$ cat config.mk
export PLATFORM = sky130hd
export DESIGN_NAME = word_serializer
export DESIGN_NICKNAME = d
export VERILOG_FILES = /design/src/rtl/word_serializer.sv
export SDC_FILE = /design/constraint.sdc
export NUM_CORES = 1
export LEC_CHECK = 0
export CORE_MARGIN = 1
export CORE_UTILIZATION = 45
export CTS_BUF_LIST = sky130_fd_sc_hd__clkbuf_16
export DETAILED_ROUTE_END_ITERATION = 10
export PLACE_DENSITY = 0.73
export SYNTH_ARGS = -nofsm -noshare
export SYNTH_HDL_FRONTEND = slang
export SYNTH_SLANG_ARGS = --single-unit
$ cat constraint.sdc
create_clock -name clk -period 2.4 [get_ports clk]
set_clock_uncertainty 0.1 [all_clocks]
set_input_delay 0.36 -clock clk [delete_from_list [all_inputs] [get_ports clk]]
set_output_delay 0.36 -clock clk [all_outputs]
set_load 0.02 [all_outputs]
$ cat src/rtl/word_serializer.sv
// Parallel-to-serial unloader: captures a word on an accepted load and shifts it
// out one bit per enabled clock, flagging valid and last bits.
module word_serializer #(
  parameter int N         = 8,
  parameter int LSB_FIRST = 1
) (
  input  logic         clk,
  input  logic         rst,
  input  logic         load,
  input  logic [N-1:0] d,
  input  logic         shift_en,
  output logic         ready,
  output logic         sout,
  output logic         sout_valid,
  output logic         last
);

  localparam int CW = (N > 1) ? $clog2(N) : 1;

  typedef enum logic {IDLE, SHIFT} state_t;

  state_t        state, state_n;
  logic [N-1:0]  sreg, sreg_n;
  logic [CW-1:0] cnt, cnt_n;
  logic          at_end;
  logic          accept;

  always_ff @(posedge clk) begin
    if (rst) begin
      state <= IDLE;
      sreg  <= '0;
      cnt   <= '0;
    end else begin
      state <= state_n;
      sreg  <= sreg_n;
      cnt   <= cnt_n;
    end
  end

  // The shift register moves the next bit into a fixed tap, so sout needs no
  // counter-indexed mux; the counter only tracks word position for last.
  always_comb begin
    sout_valid = (state == SHIFT);
    at_end     = sout_valid && (cnt == CW'(N - 1));
    last       = at_end;
    ready      = !rst && ((state == IDLE) || (at_end && shift_en));
    accept     = load && ready;
    sout       = sout_valid && ((LSB_FIRST != 0) ? sreg[0] : sreg[N-1]);

    state_n = state;
    sreg_n  = sreg;
    cnt_n   = cnt;
    if (accept) begin
      state_n = SHIFT;
      sreg_n  = d;
      cnt_n   = '0;
    end else if ((state == SHIFT) && shift_en) begin
      if (at_end) begin
        state_n = IDLE;
      end else begin
        sreg_n = (LSB_FIRST != 0) ? (sreg >> 1) : (sreg << 1);
        cnt_n  = cnt + CW'(1);
      end
    end
  end

endmodule
==> metrics.md, run 1 <==
| Metric | Value |
|---|---|
| Status | completed |
| Sw Ratio | 0.205 |
| Hold Crit Class | reg -> reg |
| Gpl congestion | 0.684 |
| Core area | 1300 um^2 |
| Area contributors post-synth | dfxtp_1, a311oi_1, nand2_1, nor3_1, buf_6 |
| DR vias | 538 |
| Slowest stage delay, CP | 0.62 ns |
| Maximum VDD drop | 0.000524 V |
| Worst Max-Slew Pin Slew | 0.434 ns |
| Worst hold path depth | 2 |
| Pins Over Slew Limit | 0 |
| Final worst path period share | 0.936 |
| #FFs+latches synth | 12 |
| RSZ-0062 raised after global routing | no |
| Int Power | 0.000467 W |
| WL/cell | 12.9 um |
| Pwr/cell area | 713 nW/um^2 |
| Lkg Pwr | 0.305 nW |
| Critical path buffers and inverters | 1 |
| Reg2Reg Setup Slack | 0.59 ns |
| Worst Hold End | sreg[6] |
| CP startpoint kind | register |
| Cts repair resizes | 0 |
| Area growth, synth to finish | 31.8% |
| Synth unique cells | 20 |
| Die area | 1540 um^2 |
| Total Neg Setup Slack | 0 ns |
| CTS buffer count | 3 |
| Crit-path leading delay family | buffers and inverters |
| DR vias/cell | 5.55 |
| Clk buf depth | 2 |
| RR Endpoint | sreg[5] |
| Clock root cell | clkbuf_16 |
| Layout cells sized above 1 | 0.0976 |
| Max_cap viols | 0 |
| Total Power | 0.000588 W |
| Reg2Reg Depth | 5 |
| Crit path capture type | output port |
| Sequential Power Share | 0.372 |
| Vias in the first global route | 452 |
| Initial core utilization | 0.481 |
| CP arrival | 1.79 ns |
| Gr usage total | 0.200 |
| Crit-path most repeated cell | ha_1 |
| Clk Latency, worst-skew pair | 0.24 ns |
| Drt total wl | 1250 um |
| Largest net degree at the start of global routing | 14 |
| Post-synth top area share | 0.384 |
| # setup viols final | 0 |
| Hold_buf cts | 0 |
| IO buf count | 15 |
| Die Y | 39.3 um |
| Synthesized instance count | 67 |
| GR Overflow Total | 0 |
| Fmax | 445 MHz |
| CP max FO | 4 |
| TritonCTS clock tree | yes |
| First-pass GRT wire length | 1930 um |
| Hold_sp | sreg[7] |
| Nets | 98 |
| Slowest CP cell | clkdlybuf4s50_1 |
| Most common cell after layout, fill and taps aside | clkdlybuf4s50_1 |
| RR Startpoint | cnt[0] |
| Net switching power figure | 0.000121 W |
| Die width | 39.3 um |
| CP Class | reg -> out |
| ANT nets after route | 0 |
| Syn avg cell area | 9.34 um^2 |
| Hold Fails Final Rpt | 0 |
| Comb power frac | 0.125 |
| DRC viols | 0 |
| Row count | 13 |
| Reg clk slew, reported paths | 0.04 ns |
| Fin crit period | 2.25 ns |
| # Post-CTS Setup Buffers | 0 |
| Syn Nets | 81 |
| I/O pin cnt | 16 |
| Drt first pass iters | 4 |
| Post-Syn Area | 626 um^2 |
| H-Tree Depth | 1 |
| Clk pwr share | 0.503 |
| WP data required | 1.94 ns |
| Seq/Total Area, Yosys | 0.384 |
| Clock Sinks | 12 |
| N_diodes | 0 |
| Synth warn | 0 |
| Antenna violations before repair | 0 |
| Critical path cell sequence | ha_1 -> ha_1 -> a21boi_4 -> nor2_1 -> clkdlybuf4s50_1 |
| Relative slew slack | 0.711 |
| Leading area contributor after synthesis | dfxtp_1 |
| Most frequent cells in the layout | clkdlybuf4s50_1, nand2_1, dfxtp_1 |
| Hpwl dp | 848 um |
| Drt initial violations | 23 |
registers in the layout, summed over array words and instances, names as in the netlist:
register	cells
sreg	8
cnt	3
sout_valid	1
worst max-delay path by stage:
stage | start | end | slack [ns] | cells past startpoint
2_1_floorplan | cnt[0] | ready | 0.75 | 5
3_3_place_gp | shift_en | ready | 0.19 | 4
3_5_place_dp | shift_en | ready | 0.19 | 4
5_1_grt | cnt[0] | ready | 0.04 | 5
4_1_cts | cnt[0] | ready | 0.14 | 5
6_report | cnt[0] | ready | 0.15 | 5
synth_stat cells:
master / count
ha_1: 2
nor3_1: 10
xnor2_1: 1
clkbuf_8: 1
a21oi_1: 1
nand2b_4: 1
mux2i_1: 2
nand3b_2: 1
o211ai_1: 1
nand2_1: 14
or2_1: 1
and3b_1: 1
a21boi_4: 1
dlymetal6s2s_1: 1
nor2_1: 4
buf_6: 3
and2_1: 2
a311oi_1: 7
or3b_1: 1
dfxtp_1: 12
metrics by stage:
step	util	area (um^2)	hold slack (ns)	std cells	worst slack [ns]
3_5_place_dp	0.576	749	0.373	94	0.188
2_1_floorplan	-	626	0.332	67	0.750
5_1_grt	0.634	825	0.396	97	0.0397
6_report	0.634	825	0.382	97	0.153
4_1_cts	0.634	825	0.383	97	0.137
3_3_place_gp	0.576	749	0.370	94	0.189
routing by layer:
metal | global-route usage | routed length (um)
met1 | 0.238 | 628
met2 | 0.279 | 520
met5 | 0 | 0
met4 | 0.155 | 36
met3 | 0.0852 | 69
final cells by class:
type                    instances  area (um^2)
clock buffers                   3         75.1
fillers                       117          477
multi-input cells              50          325
flip-flops and latches         12          240
well taps                      15         18.8
repair buffers                 17          165
power by group through the flow:
stage	registers, W	clock network (W)	logic (W)
floorplan	0.000222	0	0.0000453
global placement	0.000221	0	0.0000726
global route	0.000219	0.000314	0.0000794
detailed placement	0.000221	0	0.0000733
finish	0.000218	0.000296	0.0000736
CTS	0.000218	0.000304	0.0000739
cells by family (layout without fill, tap and decap cells):
| kind of cell | count (synthesis) | in the layout | share of synthesized area |
|---|---|---|---|
| xor gates and xnor gates | 1 | 1 | 0.0140 |
| DFF | 12 | 12 | 0.384 |
| buffers and inverters | 5 | 20 | 0.0960 |
| adders and majority gates | 2 | 2 | 0.0400 |
| and+or+nand+nor | 35 | 35 | 0.286 |
| AOI/OAI and AO/OA | 10 | 10 | 0.148 |
| muxes | 2 | 2 | 0.0320 |
worst register-to-register path, delay by kind of cell (launching register included):
kind,cells,cell delay (ns)
and+or+nand+nor,2,0.60
adders and majority gates,2,0.43
DFF,1,0.31
AOI/OAI and AO/OA,1,0.26
Note: power is estimated with default switching activity, not from simulation.
==> run 2: changes to the inputs <==
PLACE_DENSITY = 0.74   (was 0.73)
==> metrics.md, run 2 (same netlist as run 1, synthesis figures left out) <==
| Metric | Value |
|---|---|
| Clk buf depth | 2 |
| Total Neg Setup Slack | 0 ns |
| RR Startpoint | cnt[0] |
| RR Endpoint | sreg[5] |
| Status | completed |
| CP max FO | 4 |
| Antenna violations before repair | 0 |
| Largest net degree at the start of global routing | 14 |
| Hold_buf cts | 0 |
| Core area | 1300 um^2 |
| Pins Over Slew Limit | 0 |
| Cts repair resizes | 0 |
| ANT nets after route | 0 |
| Max_cap viols | 0 |
| Max FFs per register | 8 |
| Drt total wl | 1310 um |
| Reg2Reg Setup Slack | 0.55 ns |
| DR vias/cell | 5.70 |
| H-Tree Depth | 1 |
| Fin crit period | 2.28 ns |
| Reg clk slew, reported paths | 0.04 ns |
| Maximum VDD drop | 0.000397 V |
| Fmax | 438 MHz |
| Worst Max-Slew Pin Slew | 0.436 ns |
| Worst hold path depth | 2 |
| Area growth, synth to finish | 31.8% |
| Placed cells | 94 |
| Lkg Pwr | 0.305 nW |
| Hold Slack | 0.379 ns |
| Net switching power figure | 0.000123 W |
| Final worst path period share | 0.952 |
| Die Y | 39.3 um |
| CP startpoint kind | register |
| First-pass GRT wire length | 2060 um |
| CP startpoint | cnt[0] |
| Clk Latency, worst-skew pair | 0.24 ns |
| Drt first pass iters | 4 |
| Die width | 39.3 um |
| RSZ-0062 raised after global routing | no |
| Sw Ratio | 0.208 |
| DR vias | 553 |
| Area of the multi-input gates | 325 um^2 |
| Hold Crit Class | reg -> reg |
| Reg2Reg Depth | 5 |
| # setup viols final | 0 |
| Die area | 1540 um^2 |
| Crit path capture type | output port |
| Most frequent cells in the layout | clkdlybuf4s50_1, nand2_1, dfxtp_1 |
| CP arrival | 1.82 ns |
| Largest Register | sreg |
| Final core utilization | 0.634 |
| Setup crit end | ready |
| Relative slew slack | 0.709 |
| Layout cells sized above 1 | 0.0976 |
| Hold Fails Final Rpt | 0 |
| WL/cell | 13.5 um |
| Comb power frac | 0.125 |
| Row count | 13 |
| WP data required | 1.94 ns |
| TritonCTS clock tree | yes |
| Gpl congestion | 0.717 |
| Int Power | 0.000467 W |
| Gr usage total | 0.209 |
| Clk pwr share | 0.505 |
| Sequential Power Share | 0.370 |
| Finished Layout Cells | 97 |
| Clock root cell | clkbuf_16 |
| Pwr/cell area | 716 nW/um^2 |
| CTS buffer count | 3 |
| Hpwl dp | 869 um |
| Clock Sinks | 12 |
| N_diodes | 0 |
| Fillcell total | 103 |
| Most common cell after layout, fill and taps aside | clkdlybuf4s50_1 |
| Drt initial violations | 14 |
| GR Overflow Total | 0 |
| IO buf count | 15 |
| DRC viols | 0 |
| Storage element area | 240 um^2 |
| Vias in the first global route | 465 |
| Initial core utilization | 0.481 |
| Nets | 98 |
| I/O pin cnt | 16 |
| CP Class | reg -> out |
| # Post-CTS Setup Buffers | 0 |
## run 2: how the worst min path moves through the flow
stage | from | endpoint | slack [ns]
2_1_floorplan | rst | sreg[0] | 0.33
3_3_place_gp | sreg[3] | sreg[2] | 0.37
3_5_place_dp | sreg[4] | sreg[3] | 0.37
4_1_cts | sreg[4] | sreg[3] | 0.38
5_1_grt | sreg[4] | sreg[3] | 0.39
6_report | sreg[4] | sreg[3] | 0.38
## run 2: cell type report
cell class	count	share of cell area
clock buffer	3	0.0910
multi-input combinational	50	0.395
sequential	12	0.291
tap	15	0.0228
timing repair buffer	17	0.200
## run 2: metrics by stage
stage | cell area [um^2] | setup slack [ns] | power [W]
floorplan | 626 | 0.750 | 0.000267
global placement | 749 | 0.193 | 0.000294
detailed placement | 749 | 0.198 | 0.000295
CTS | 825 | 0.122 | 0.000593
global route | 825 | 0.0746 | 0.000612
finish | 825 | 0.116 | 0.000590
## run 2: metal layers
| layer | GRT usage | share of wire | vias to the layer above |
|---|---|---|---|
| met5 | 0 | 0 | - |
| met3 | 0.0739 | 0.062 | 5 |
| met2 | 0.283 | 0.43 | 16 |
| met4 | 0.129 | 0.024 | 0 |
| met1 | 0.276 | 0.48 | 258 |
| li1 | - | - | 274 |
## run 2: critical path: stages, from the launching register on
cell and delay [ns]:
dfxtp_1 0.35, ha_1 0.17, ha_1 0.23, a21boi_4 0.07, nor2_1 0.14, clkdlybuf4s50_1 0.62
## run 2: power by group through the flow
stage / Clock, W / Combinational, W / Sequential, W
after floorplan: 0 / 0.0000453 / 0.000222
after global placement: 0 / 0.0000725 / 0.000221
after detailed placement: 0 / 0.0000735 / 0.000222
after CTS: 0.000300 / 0.0000743 / 0.000219
after global routing: 0.000312 / 0.0000807 / 0.000219
final: 0.000298 / 0.0000738 / 0.000219
